[src/rtl/sel_mux_rr.sv]
// sel_mux_rr: registered N-input word multiplexer with valid/ready on every
// channel. A channel is chosen either directly by `control` (fixed mode) or
// by a round-robin scan starting after the last channel that transferred.
// The chosen word is captured into a single output register; that register
// only reloads when it is empty or being drained in the same cycle.
module sel_mux_rr #(
  parameter int WIDTH  = 16,
  parameter int NUM_IN = 3,
  parameter int SEL_W  = 2
) (
  input  logic                    clock,
  input  logic                    reset,
  input  logic [NUM_IN*WIDTH-1:0] in_data,
  input  logic [NUM_IN-1:0]       in_valid,
  output logic [NUM_IN-1:0]       in_ready,
  input  logic [SEL_W-1:0]        control,
  input  logic                    mode,
  output logic [WIDTH-1:0]        out,
  output logic                    out_valid,
  input  logic                    out_ready,
  output logic [SEL_W-1:0]        out_src
);

  // Valid bits widened to the full select range so an out-of-range
  // `control` reads a zero instead of indexing past the port.
  localparam int PAD_W = 1 << SEL_W;

  logic [WIDTH-1:0] r_out;
  logic             r_out_valid;
  logic [SEL_W-1:0] r_out_src;
  logic [SEL_W-1:0] r_last;

  logic [PAD_W-1:0] w_valid_pad;
  logic             w_free;
  logic             w_gnt_vld;
  logic [SEL_W-1:0] w_gnt_idx;
  logic [SEL_W-1:0] w_cand;
  logic [WIDTH-1:0] w_gnt_data;
  int               w_scan;

  // Output register can take a word when empty or drained this cycle.
  assign w_free = !r_out_valid || out_ready;

  // Zero-extend the valid vector to every encodable channel index.
  always_comb begin
    w_valid_pad             = '0;
    w_valid_pad[NUM_IN-1:0] = in_valid;
  end

  // Grant selection: direct index in fixed mode; in round-robin mode scan
  // last+1 .. last+NUM_IN. The scan runs from the far end back toward
  // last+1 so the nearest valid channel is the final (winning) assignment.
  always_comb begin
    w_gnt_vld = 1'b0;
    w_gnt_idx = '0;
    w_scan    = 0;
    w_cand    = '0;
    if (!mode) begin
      if (int'(control) < NUM_IN && w_valid_pad[control]) begin
        w_gnt_vld = 1'b1;
        w_gnt_idx = control;
      end
    end else begin
      for (int k = NUM_IN; k >= 1; k--) begin
        w_scan = (int'(r_last) + k) % NUM_IN;
        w_cand = SEL_W'(w_scan);
        if (w_valid_pad[w_cand]) begin
          w_gnt_vld = 1'b1;
          w_gnt_idx = w_cand;
        end
      end
    end
  end

  // Route the granted word and raise the single matching ready bit; ready
  // is suppressed during reset so no producer sees a phantom acceptance.
  always_comb begin
    w_gnt_data = '0;
    in_ready   = '0;
    for (int i = 0; i < NUM_IN; i++) begin
      if (w_gnt_idx == SEL_W'(i)) begin
        w_gnt_data  = in_data[i*WIDTH +: WIDTH];
        in_ready[i] = w_free && w_gnt_vld && !reset;
      end
    end
  end

  // Output register and round-robin pointer; the pointer moves only on a
  // real transfer, whichever mode produced it.
  always_ff @(posedge clock or posedge reset) begin
    if (reset) begin
      r_out       <= '0;
      r_out_valid <= 1'b0;
      r_out_src   <= '0;
      r_last      <= SEL_W'(NUM_IN - 1);
    end else if (w_free) begin
      if (w_gnt_vld) begin
        r_out       <= w_gnt_data;
        r_out_src   <= w_gnt_idx;
        r_out_valid <= 1'b1;
        r_last      <= w_gnt_idx;
      end else begin
        r_out_valid <= 1'b0;
      end
    end
  end

  assign out       = r_out;
  assign out_valid = r_out_valid;
  assign out_src   = r_out_src;

endmodule

[config.mk]
export PLATFORM = sky130hd
export DESIGN_NAME = sel_mux_rr
export DESIGN_NICKNAME = d
export VERILOG_FILES = /design/src/rtl/sel_mux_rr.sv
export SDC_FILE = /design/constraint.sdc
export NUM_CORES = 1
export LEC_CHECK = 0
export BUFFER_PORTS_ARGS = -buffer_cell sky130_fd_sc_hd__buf_4
export CORE_MARGIN = 5
export CORE_UTILIZATION = 40
export CTS_CLUSTER_DIAMETER = 30
export DETAILED_ROUTE_END_ITERATION = 8
export GPL_ROUTABILITY_DRIVEN = 0
export PLACE_DENSITY = 0.73
export SETUP_SLACK_MARGIN = 0.05
export SYNTH_ARGS = -nofsm -noshare
export SYNTH_HDL_FRONTEND = slang
export SYNTH_SLANG_ARGS = --single-unit
[constraint.sdc]
create_clock -name clock -period 4.4 [get_ports clock]
set_input_delay 1.32 -clock clock [delete_from_list [all_inputs] [get_ports clock]]
set_output_delay 1.32 -clock clock [all_outputs]
set_load 0.005 [all_outputs]
==> flow_summary.yaml, run 1 <==
critical_path:
  crit_slowest_cell: "nor3_1"
  worst_ep_required_time_ns: 3.08
  cp_common_cell: "buf_4"
  path_cells: "buf_4 > mux2_4 > a21oi_2 > a21boi_2 > o21ai_2 > nor3_1 > buf_4"
  cp-end-kind: "output pin"
  cp.arrival_ns: 2.76
  cp-start-kind: "input pin"
  path_buf_inv: 2
  crit_type: "input pin to output pin"
  crit_family: "compound AO/OA/AOI/OAI gates"
  cp_max_fo: 9
  cp_slowest_stage_delay_ns: 0.32
logic_synthesis:
  yosysMostFrequentCell: "nand2_1"
  synth_mux_area_frac: 0.1431
  synthesis.nets: 212
  synthTopCellsByCount: "nand2_1, dfrtp_1, mux2i_1, o211ai_1, nand3_1"
  syn_avg_cell_area_um2: 9.496
  synth_ff_type: "dfrtp_1"
  postSynth.asyncResetShare: 1.000
  ys_warn_count: 0
  synth-xor-area-share: 0
  ys_seq_area_frac: 0.3499
  postSynthCellCount: 151
  synth_top_family_by_area: "simple AND/OR/NAND/NOR gates"
  synth_edf_count: 0
  synth_top_area_frac: 0.3316
  synth_compound_area_frac: 0.1763
  synthDistinctLibCells: 38
  ys_ff_latch: 20
  synth_fa_ha_area_frac: 0.03490
  synth.top_cells.by_area: "dfrtp_1, mux2i_1, o211ai_1, nand2_1, nand3_1"
  synth_simple_gate_area_frac: 0.2033
  syn-cell-area_um2: 1434
  synth_area_leader_cell: "dfrtp_1"
finish:
  layout-drive-gt1-share: 0.4361
  nets: 289
  antenna_cells: 0
  final_cell_area_um2: 2054
  final_cells: 273
  syn2layout_area_growth_pct: 43.28
  nFillCells: 322
power_and_ir_drop:
  worst_ir_drop_vdd_mv: 0.2304
  leakagePower_nw: 1.048
  power_density_nw_per_um2: 482.0
  p_total_w: 0.0009903
detailed_routing:
  post_drt_wl_per_cell_um: 14.46
  via_per_inst: 5.059
  drtAntennaViolNets: 0
  wirelength_um: 3948
  via_count: 1381
  remaining_drc_errors: 0
  first_pass_iters: 4
  drtIter0Drc: 40
die:
  die_height_um: 69.87
  fp.coreArea_um2: 3416
  dieArea_um2: 4882
  die_width_um: 69.87
  num_rows: 21
  start_util: 0.4198
  num_io_pins: 79
timing:
  fin_crit_ns: 4.075
  rsz0062_at_grt: "false"
  hold_viol: 0
  finalSetupViolations: 0
  slew_headroom: 0.6318
  tightest_slew_ns: 0.5523
  final.setup_skew_ns: 0.007412
  setup_tns_ns: 0
  final-max-slew-violation-count: 0
  timing.hold.ws_ns: 0.5066
  timing.fmax_ghz: 0.2454
  min_period_over_period: 0.9262
grt:
  grt_max_degree: 20
  grt_pass1_vias: 1437
  antenna_found_initial: 0
  track_usage: 0.1661
  grt_pass1_wl_um: 6617
  grt-ovfl-total: 0
cts:
  cts_tree: "yes"
  postCtsResizedCells: 0
  clk_latency_ns: 0.30
  htree_levels: 1
  cts_sinks: 20
  postCtsSetupBuffers: 0
  cts-root-buf: "clkbuf_4"
  cts_buffers: 3
  clkTransAtPathRegs_ns: 0.10
  hold_buffers: 0
  clockBufferDepth: 2
place:
  hpwl_um: 3194
  placed_cells_incl_taps: 269
  post_dp_cell_area_um2: 2018
  io_buffers: 78
hold_path:
  holdCritPathClass: "flop to flop"
status:
  status: "completed"
job:
  drv_cap: 0
state kept, by name, indices dropped and copies added (netlist names):
signal / count
r_last: 1
out_valid: 1
out: 16
out_src: 2
final timing paths:
path | depth (start not counted) | endpoint | start | slack [ns]
worst min register to register | 2 | out_src[1] | out_src[1] | 0.51
worst max-delay path | 7 | in_ready[1] | in_valid[0] | 0.32
min in group asynchronous | 2 | out[10] | reset | 0.98
max in group asynchronous | 3 | r_last[1] | reset | 2.85
worst max register to register | 9 | out[14] | out_src[0] | 1.77
worst min-delay path | 2 | out_src[1] | out_src[1] | 0.51
metrics by stage:
step,setup WS [ns],util
after detailed placement,0.3491,0.5908
after CTS,0.3453,0.6015
after global placement,0.3487,0.5908
final,0.3249,0.6015
after floorplan,0.6113,-
after global routing,0.2113,0.6015
power breakdown:
| part | internal, W | total, W | leakage (nW) | switching (W) |
|---|---|---|---|---|
| clock | 0.0000504 | 0.000106 | 0.0210 | 0.0000551 |
| sequential | 0.000270 | 0.000320 | 0.243 | 0.0000504 |
| combinational | 0.000292 | 0.000564 | 0.784 | 0.000272 |
| total | 0.000613 | 0.000990 | 1.05 | 0.000378 |
cell usage in the layout, fill, tap and decap left out, drive strengths merged, types with 2 or more instances in the layout:
cell	netlist	layout
o2111ai	2	2
nand2	23	23
o211ai	16	16
buf	10	83
nor2b	6	6
a21oi	3	3
clkbuf	1	4
ha	4	4
mux2i	19	19
dfrtp	19	19
nand2b	3	3
nor3	2	2
o21ai	4	4
nor2	2	2
inv	8	8
nand3	15	15
worst reg2reg max path, cell delays in order, from the launching register on:
cell	delay, ns
dfrtp_1	0.43
inv_1	0.08
ha_1	0.41
nor2b_1	0.20
nor3_2	0.20
a21boi_2	0.07
o21ai_2	0.45
buf_4	0.34
mux2i_1	0.23
o211ai_1	0.10
area by class of cell:
class                           instances  area (um2)  area share
Timing Repair Buffer                   83       623.1      0.3033
Clock buffer                            4       36.28     0.01766
Sequential cell                        20       501.7      0.2442
Tap cell                               46       57.56     0.02801
Multi-Input combinational cell        112       805.8      0.3922
Inverter                                8       30.03     0.01462
layer usage:
layer  vias to the layer above  wire length (um)  track usage
met5                         -                 0            0
met4                         0                24      0.05106
met3                         2               329      0.05308
met2                        47              2008       0.2875
met1                       636              1586       0.1943
li1                        696                 -            -
kinds of logic (layout without fill, tap and decap cells):
family / after synthesis / after routing
and+or+nand+nor: 56 / 56
AOI/OAI and AO/OA: 32 / 32
muxes: 20 / 20
DFF: 20 / 20
buffers and inverters: 19 / 95
adders and majority gates: 4 / 4
No activity file was read; power rests on OpenSTA's default activity.
==> inputs of run 2 (changes only) <==
- CTS_BUF_LIST: not set -> sky130_fd_sc_hd__clkbuf_4
==> flow_summary.yaml, run 2 (same netlist as run 1, synthesis figures left out) <==
timing:
  setup_tns_ns: 0
  fin_crit_ns: 4.022
  timing.fmax_ghz: 0.2486
  final-max-slew-violation-count: 0
  final.setup_skew_ns: 0.007435
  tightest_slew_ns: 0.5571
  slew_headroom: 0.6286
  hold_viol: 0
  rsz0062_at_grt: "false"
  min_period_over_period: 0.9141
  worst_slack_ns: 0.3781
  finalSetupViolations: 0
detailed_routing:
  post_drt_wl_per_cell_um: 14.44
  drtAntennaViolNets: 0
  wirelength_um: 3942
  via_count: 1391
  first_pass_iters: 4
  via_per_inst: 5.095
  drtIter0Drc: 33
  remaining_drc_errors: 0
power_and_ir_drop:
  leakagePower_nw: 1.043
  combinationalPowerShare: 0.580
  power_density_nw_per_um2: 475.2
  seq_power_share: 0.329
  worst_ir_drop_vdd_mv: 0.2284
  internal_power_w: 0.0005951
  p_total_w: 0.0009716
  swShare: 0.3875
  power_frac_clock: 0.091
  power.switching_w: 0.0003765
critical_path:
  cp.arrival_ns: 2.70
  worst_ep_required_time_ns: 3.08
  regToRegStartpoint: "out_src[0]"
  cp-start-kind: "input pin"
  crit_slowest_cell: "nor3_1"
  cp_max_fo: 9
  startpoint: "in_valid[0]"
  path_cells: "buf_4 > mux2_4 > a21oi_2 > a21boi_2 > o21ai_2 > nor3_1 > buf_4"
  cp_slowest_stage_delay_ns: 0.28
  r2r_end: "out[14]"
  reg2regPathDepth: 9
  crit_type: "input pin to output pin"
  cp_common_cell: "buf_4"
  cp-end-kind: "output pin"
  rrSetupSlack_ns: 1.77
finish:
  final_cell_area_um2: 2044
  antenna_cells: 0
  nets: 289
  syn2layout_area_growth_pct: 42.58
  final_util: 0.5985
  layout.cells.most_common_list: "buf_4, nand2_1, mux2i_1, dfrtp_1, o211ai_1"
  layout-drive-gt1-share: 0.4317
  nFillCells: 325
  largest_reg_flops: 16
  final_common_cell: "buf_4"
die:
  fp.coreArea_um2: 3416
  start_util: 0.4198
  die_height_um: 69.87
  num_io_pins: 79
  dieArea_um2: 4882
  num_rows: 21
  die_width_um: 69.87
cts:
  hold_buffers: 0
  clockBufferDepth: 2
  cts-root-buf: "clkbuf_4"
  postCtsResizedCells: 0
  cts_sinks: 20
  clkTransAtPathRegs_ns: 0.10
  clk_latency_ns: 0.30
  htree_levels: 1
  postCtsSetupBuffers: 0
  cts_tree: "yes"
  cts_buffers: 3
grt:
  grt_pass1_vias: 1434
  grt-ovfl-total: 0
  grt_max_degree: 20
  track_usage: 0.1652
  antenna_found_initial: 0
  grt_pass1_wl_um: 6568
place:
  post_dp_cell_area_um2: 2018
  hpwl_um: 3194
  io_buffers: 78
  place_ws_ns: 0.3491
hold_path:
  holdCritStartpoint: "out_src[1]"
  worst_hold_path.endpoint: "out_src[1]"
  holdCritPathClass: "flop to flop"
  holdPathStages: 2
status:
  status: "completed"
job:
  drv_cap: 0
==> run 2: how the worst max path moves through the flow <==
stage / endpoint / slack, ns / cells after the start
2_1_floorplan: in_ready[0] / 0.61 / 7
3_3_place_gp: in_ready[1] / 0.35 / 7
3_5_place_dp: in_ready[1] / 0.35 / 7
4_1_cts: in_ready[1] / 0.35 / 7
5_1_grt: in_ready[1] / 0.27 / 7
6_report: in_ready[1] / 0.38 / 7
==> run 2: power by group through the flow <==
stage | Clock [W] | Sequential (W) | Combinational (W)
4_1_cts | 0.0000914 | 0.000321 | 0.000572
3_3_place_gp | 0 | 0.000319 | 0.000572
6_report | 0.0000881 | 0.000320 | 0.000564
3_5_place_dp | 0 | 0.000323 | 0.000571
2_1_floorplan | 0 | 0.000324 | 0.000364
5_1_grt | 0.0000999 | 0.000333 | 0.000623
==> run 2: layout make-up <==
cell class / count / area, um2 / share of cell area
clock buffers: 3 / 22.52 / 0.01102
clock inverters: 1 / 3.754 / 0.001836
inverters: 8 / 30.03 / 0.01469
multi-input cells: 112 / 805.8 / 0.3941
flip-flops and latches: 20 / 501.7 / 0.2454
well taps: 46 / 57.56 / 0.02815
repair buffers: 83 / 623.1 / 0.3048
==> run 2: critical path, delay by kind of cell <==
family                 cells  cell delay, ns
AND/OR/NAND/NOR            1            0.28
multiplexers               1            0.27
AO/OA/AOI/OAI              3            0.54
buffers and inverters      2            0.29
==> run 2: layer usage <==
layer  vias up  part of all wire  routed length [um]  track usage
met5         -                 0                   0            0
met4         0             0.013                  52      0.05106
met3         4             0.084                 332      0.05308
met2        49              0.51                1993       0.2886
met1       641              0.40                1564       0.1908
li1        697                 -                   -            -
==> run 2: stage by stage <==
stage	hold WS [ns]	std cells
after floorplan	0.4699	151
after global placement	0.4669	269
after detailed placement	0.4873	269
after CTS	0.5156	273
after global routing	0.5396	273
final	0.5072	273
